--- config.mk ---
export PLATFORM = sky130hd
export DESIGN_NAME = sll_seq_shifter
export DESIGN_NICKNAME = d
export VERILOG_FILES = /design/src/rtl/sll_seq_shifter.sv
export SDC_FILE = /design/constraint.sdc
export NUM_CORES = 1
export LEC_CHECK = 0
export BUFFER_PORTS_ARGS = -buffer_cell sky130_fd_sc_hd__buf_2
export CORE_MARGIN = 2
export CORE_UTILIZATION = 45
export CTS_BUF_LIST = sky130_fd_sc_hd__clkbuf_8
export CTS_CLUSTER_SIZE = 25
export DETAILED_ROUTE_END_ITERATION = 16
export MAX_ROUTING_LAYER = met4
export PLACE_DENSITY = 0.7
export REMOVE_ABC_BUFFERS = 1
export SYNTH_ARGS = -nofsm -noshare
export SYNTH_HDL_FRONTEND = slang
export SYNTH_SLANG_ARGS = --single-unit
--- constraint.sdc ---
create_clock -name clk -period 2.7 [get_ports clk]
set_clock_uncertainty 0.1 [all_clocks]
set_input_delay 0.405 -clock clk [delete_from_list [all_inputs] [get_ports clk]]
set_output_delay 0.405 -clock clk [all_outputs]
set_load 0.005 [all_outputs]
--- src/rtl/sll_seq_shifter.sv ---
// -----------------------------------------------------------------------------
// sll_seq_shifter
//
// Sequential logical left shifter. An accepted operand is shifted by one
// binary-weighted stage per clock (stage k shifts by 2**k when amount bit k is
// set). The result therefore appears a fixed SHW cycles after the accept,
// whatever the shift amount. The result is held in DONE until the consumer
// takes it. WIDTH must equal 2**SHW.
//
// Ports
//   clk           in   clock, all state updates on the rising edge
//   rst           in   synchronous active-high reset
//   in_valid      in   request present
//   in_ready      out  block can accept a request (IDLE only)
//   data_in       in   [WIDTH-1:0] operand to shift
//   shift_amount  in   [SHW-1:0] left-shift distance
//   out_valid     out  result present (DONE only)
//   out_ready     in   consumer accepts the result
//   data_out      out  [WIDTH-1:0] working register (the result in DONE)
//   busy          out  high in any state other than IDLE
// -----------------------------------------------------------------------------
module sll_seq_shifter #(
  parameter int WIDTH = 32,
  parameter int SHW   = 5
) (
  input  logic             clk,
  input  logic             rst,
  input  logic             in_valid,
  output logic             in_ready,
  input  logic [WIDTH-1:0] data_in,
  input  logic [SHW-1:0]   shift_amount,
  output logic             out_valid,
  input  logic             out_ready,
  output logic [WIDTH-1:0] data_out,
  output logic             busy
);

  // Stage counter only needs to count 0..SHW-1.
  localparam int               STW       = (SHW > 1) ? $clog2(SHW) : 1;
  localparam logic [STW-1:0]   LAST_STAGE = STW'(SHW - 1);

  typedef enum logic [1:0] {
    IDLE  = 2'd0,
    SHIFT = 2'd1,
    DONE  = 2'd2
  } state_e;

  state_e           state_q, state_d;
  logic [WIDTH-1:0] work_q,  work_d;
  logic [SHW-1:0]   amt_q,   amt_d;
  logic [STW-1:0]   stage_q, stage_d;

  // NOTE: every combinational output gets a default before the case
  // statement, so no path can leave a variable unassigned and infer a latch.
  always_comb begin
    state_d = state_q;
    work_d  = work_q;
    amt_d   = amt_q;
    stage_d = stage_q;

    unique case (state_q)
      IDLE: begin
        // in_ready is 1 in IDLE, so in_valid alone signals an accept.
        if (in_valid) begin
          work_d  = data_in;
          amt_d   = shift_amount;
          stage_d = '0;
          state_d = SHIFT;
        end
      end

      SHIFT: begin
        // Each stage has a constant shift distance; selecting it by comparing
        // against the counter keeps the datapath a simple mux of fixed shifts.
        for (int k = 0; k < SHW; k++) begin
          if (stage_q == STW'(k) && amt_q[k]) begin
            work_d = work_q << (1 << k);
          end
        end
        if (stage_q == LAST_STAGE) begin
          stage_d = '0;
          state_d = DONE;
        end else begin
          stage_d = stage_q + STW'(1);
        end
      end

      DONE: begin
        // Returning to IDLE (not straight to a new accept) is what makes
        // consume and accept impossible in the same cycle.
        if (out_ready) begin
          state_d = IDLE;
        end
      end

      default: state_d = IDLE;
    endcase
  end

  // NOTE: state registers use non-blocking assignments so every flop samples
  // the pre-edge values, independent of statement order.
  always_ff @(posedge clk) begin
    if (rst) begin
      state_q <= IDLE;
      work_q  <= '0;
      amt_q   <= '0;
      stage_q <= '0;
    end else begin
      state_q <= state_d;
      work_q  <= work_d;
      amt_q   <= amt_d;
      stage_q <= stage_d;
    end
  end

  assign in_ready  = (state_q == IDLE);
  assign busy      = (state_q != IDLE);
  assign out_valid = (state_q == DONE);
  assign data_out  = work_q;

endmodule
# --- Yosys cells after proc, flatten, opt, wreduce, memory -nomap -nowiden ---
# Cells that the tools add are included.
# W data, S select, Z words.
totals:
  regBits: 42
  word_cells: 42
  out_inout_bits: 35
  input_bits: 41
classes:
  reduce_logical: 13
  eq_ne: 10
  n_addsub: 1
  muxes: 14
op_table:
  columns: ["operator", "count"]
  rows:
  - ["$mux W32", 6]
  - ["$pmux W32 S2", 1]
  - ["$eq A3 B2 Y1 const B", 2]
  - ["$mux W2", 3]
  - ["$mux W3", 2]
  - ["$ne A6 B6 Y1 const B", 1]
  - ["$pmux W2 S3", 1]
  - ["$pmux W3 S2", 1]
  - ["$reduce_and A3 Y1", 2]
  - ["$logic_and A1 B1 Y1", 5]
  - ["$ne A2 B2 Y1 const B", 2]
  - ["$reduce_and A2 Y1", 2]
  - ["$reduce_bool A2 Y1", 2]
  - ["$add A3 B1 Y3 const B", 1]
  - ["$eq A3 B1 Y1 const B", 1]
  - ["$eq A3 B3 Y1 const B", 1]
  - ["$logic_not A3 Y1", 1]
  - ["$eq A2 B1 Y1 const B", 1]
  - ["$eq A2 B2 Y1 const B", 1]
  - ["$logic_not A2 Y1", 1]
  - ["$ne A2 B1 Y1 const B", 1]

# --- Longest topological paths before layout ---
logic_depth:
  ltp_word: 8
  ltp_mapped: 11
  ltp_nobuf: 6

# --- Least setup slack after synthesis ---
# Ideal clock, no wire load.
synth_path:
  path_type: "reg2reg"
  from: "reg stage_q[2]"
  to: "reg work_q[1] (netlist: data_out[1])"
  stages_incl_launch_ff: 12
  setup_slack_ns: 0.038
  arrival_time_ns: 2.475
  path_buffers: 5
  required_time_ns: 2.514
  setup_ns: 0.086
  cell_sequence: "dfxtp_1 -> clkbuf_1 -> clkbuf_1 -> inv_1 -> ha_1 -> buf_6 -> and2_1 -> buf_4 -> nor4_4 -> buf_6 -> o211ai_1 -> a221oi_2"
synth_between:
  elab_chain_len: 7
synth_lines:
  columns: ["element", "line_no", "rtl"]
  rows:
  - ["from (decl)", "51", "logic [STW-1:0] stage_q, stage_d;"]
  - ["from (signal assigned)", "112", "stage_q <= stage_d;"]
  - ["$eq A3 B1 Y1", "76", "if (stage_q == STW'(k) && amt_q[k]) begin"]
  - ["$logic_and A1 B1 Y1", "76", null]
  - ["$mux W32 (4 in a row)", "76", null]
  - ["$pmux W32 S2", "61", "unique case (state_q)"]
  - ["to (signal assigned)", "110", "work_q <= work_d;"]
  - ["to (decl)", "49", "logic [WIDTH-1:0] work_q, work_d;"]
# Parallel ways exist; a longest one is shown, timed or not.
# A chain may end at the register's enable or synchronous reset.

# --- Final worst setup path ---
layout_path:
  from: "reg stage_q[1]"
  to: "reg work_q[23] (netlist: data_out[23])"
# The elaborated chain is that of the path after synthesis.

==> reports/qor.txt <==
DIE HEIGHT -> 95.13 um
Net Switching -> 0.6828 mW
post-DR vias/cell -> 6.684
Setup Crit Path Kind -> flop to flop
Post-DP HPWL -> 8.412 mm
vias -> 4258
synth unique cells -> 46
Max FO, Critical Path -> 31
Final nets -> 577
pin count of the biggest net entering global routing -> 47
P&R area growth vs syn -> 14.96%
Fin Hold WS -> 237.3 ps
global route total overflow -> 0
CTS Root Cell -> clkbuf_8
Sw Ratio -> 35.68%
most common flop cell mapped by yosys -> dfxtp_1
CP Launch Type -> flop
Reg2Reg Setup Slack -> 250 ps
clock-pin slew of the registers on the worst-case setup and hold paths -> 90 ps
Worst VDD drop -> 206.0 uV
Worst Tran Pin Value -> 944.9 ps
leakage power -> 1.741 nW
Crit path max-delay family -> compound AO/OA/AOI/OAI gates
Syn Area/Cell -> 7.770 um2
flops & latches, synth -> 42
Inserted Diodes -> 0
Die Span X -> 95.13 um
total track usage -> 29.25%
CTS tree -> done
reg2reg end -> data_out[23]$_SDFFE_PP0P_
Logic pwr share -> 30.0%
setup TNS -> 0 ps
share of the synthesized area in the top cell type -> 22.50%
# rows -> 33
crit path launch -> stage_q[1]$_SDFFE_PP0P_
Detailed Route WL -> 12.69 mm
number of flops mapped to enable cells by yosys -> 0
# DRC -> 0
fin crit period -> 2446 ps
core area -> 8134 um2
post-DR wirelength/cell -> 19.92 um
Worst slew margin -> 37.00%
status -> completed
FF-to-FF Start -> stage_q[1]$_SDFFE_PP0P_
Worst path max stage delay -> 890 ps
asr flop ratio synth -> 0%
Worst Hold Launch -> shift_amount[4]
share of total power in sequential cells -> 42.7%
crit end category -> flop
Area after DPL -> 4183 um2
Die Area -> 9050 um2
layout cell share with drive strength beyond 1 -> 22.37%
Post-CTS Setup Repair Bufs -> 0
CTS resizes -> 0
final instance area -> 4297 um2
final core utilization -> 52.82%
Worst-Skew Late Latency -> 300 ps
crit path buf inv count -> 1
f_max -> 408.9 MHz
worst hold path class -> primary input to flop
Routed Antenna Nets -> 0
internal cell power -> 1.231 mW
total CTS buffers -> 5
clock power share -> 27.3%
hold buffers post-CTS -> 0
pwr/cell area -> 445.4 nW/um2
synth top area cells -> dfxtp_1, o211ai_1, a21oi_1
num ports -> 76
RSZ-0062 raised after global routing -> false
PortBufs -> 75
final worst-path cycle share -> 90.59%
Max Slew Vio Count -> 0
CTS Buffer Depth -> 2
hold path depth -> 3
H-Tree Depth -> 2
drt pass-1 iters -> 5
Cell Chain, Critical Path -> inv_1, ha_1, nand3b_1, a31oi_4, a31oi_1
routability cong. -> 0.9253
initial antenna violation count -> 0
R2R depth -> 5
clk sink count -> 42
Required @ worst endpoint -> 2730 ps
final hold violations -> 0
register area share after synthesis -> 22.50%
yosys warns -> 0
number of global-route vias before repair -> 4030
WP data arrival -> 2470 ps
first-pass GRT wire length -> 20.49 mm
total power -> 1.914 mW
initial cell density of the core -> 45.95%
mapped cell area -> 3737 um2
Crit-path slowest cell -> a31oi_4
DR iter-0 viols -> 347
hold worst-path end -> amt_q[4]$_SDFFE_PP0P_
Max Cap Violations -> 0
post-synth top area cell -> dfxtp_1
# setup viols final -> 0
Mapped Cells -> 481
cell usage in the layout (no fill, tap or decap), drive strengths merged, types with 17 or more instances in the layout:
cell type  netlist  routed
nor2            24      24
nand3           18      18
inv             24      24
dfxtp           42      42
buf             24     100
a31oi           17      17
a21oi           35      35
nand2           39      39
o211ai          49      49
nor2b           20      20
worst max-delay path by stage:
stage / endpoint / cells past startpoint / slack (ps)
floorplan: data_out[1]$_SDFFE_PP0P_ / 4 / -1160
global placement: data_out[1]$_SDFFE_PP0P_ / 6 / 370
detailed placement: data_out[23]$_SDFFE_PP0P_ / 5 / 270
CTS: data_out[23]$_SDFFE_PP0P_ / 5 / 250
global route: data_out[23]$_SDFFE_PP0P_ / 5 / 20
finish: data_out[23]$_SDFFE_PP0P_ / 5 / 250
sequential cells by signal, indices dropped and copies added (netlist names):
signal / cells
state_q: 2
data_out: 32
amt_q: 5
stage_q: 3
cell type report:
| cell class | count | area, um2 |
|---|---|---|
| Timing Repair Buffer | 100 | 575.6 |
| Sequential cell | 42 | 840.8 |
| Fill cell | 784 | 3837 |
| Tap cell | 105 | 131.4 |
| Clock buffer | 5 | 68.82 |
| Multi-Input combinational cell | 358 | 2545 |
| Inverter | 24 | 90.09 |
| Clock inverter | 3 | 45.04 |
power groups by stage:
| stage | clock [mW] | sequential (mW) | combinational [mW] |
|---|---|---|---|
| finish | 0.522 | 0.817 | 0.575 |
| floorplan | 0 | 0.790 | 0.348 |
| detailed placement | 0 | 0.824 | 0.568 |
| CTS | 0.527 | 0.810 | 0.570 |
| global route | 0.546 | 0.824 | 0.635 |
| global placement | 0 | 0.822 | 0.555 |
tightest hold or removal path: cells and delay by family:
| family | cells | cell delay, ps |
|---|---|---|
| simple gates | 1 | 70 |
| buf+inv | 1 | 80 |
| mux | 1 | 50 |
cell families after synthesis:
family / count (synthesis) / synth area share (%)
buffers and inverters: 81 / 9.608
DFF: 42 / 22.50
AOI/OAI and AO/OA: 190 / 39.20
muxes: 8 / 2.210
and+or+nand+nor: 155 / 24.81
adders and majority gates: 5 / 1.674
per-layer routing:
metal  part of all wire (%)  wire length [um]  global-route usage, %
met4                    2.6               329                  11.35
met3                    8.6              1086                  4.269
met2                     46              5886                  46.65
met5                      0                 0                      -
met1                     42              5386                  37.34
synth_stat cells, drive strengths merged (5+ instances only):
| library cell | n |
|---|---|
| nor4bb | 14 |
| nand3 | 18 |
| clkbuf | 33 |
| o2111a | 8 |
| nand4b | 16 |
| a221oi | 5 |
| o31ai | 16 |
| a2bb2oi | 5 |
| a222oi | 8 |
| and2b | 7 |
| o21a | 14 |
| ha | 5 |
| nor2b | 20 |
| a31oi | 17 |
| a311o | 13 |
| a21oi | 35 |
| a221o | 8 |
| buf | 24 |
| o211ai | 49 |
| dfxtp | 42 |
| mux2i | 6 |
| inv | 24 |
| nand2 | 39 |
| nor2 | 24 |
per-stage QoR:
stage                     setup WS (ps)  instances
after floorplan                   -1160        424
after global placement            374.8        629
after detailed placement          269.2        629
after CTS                         249.4        637
after global routing              15.32        637
final                             254.1        637
No activity file was read; power rests on OpenSTA's default activity.
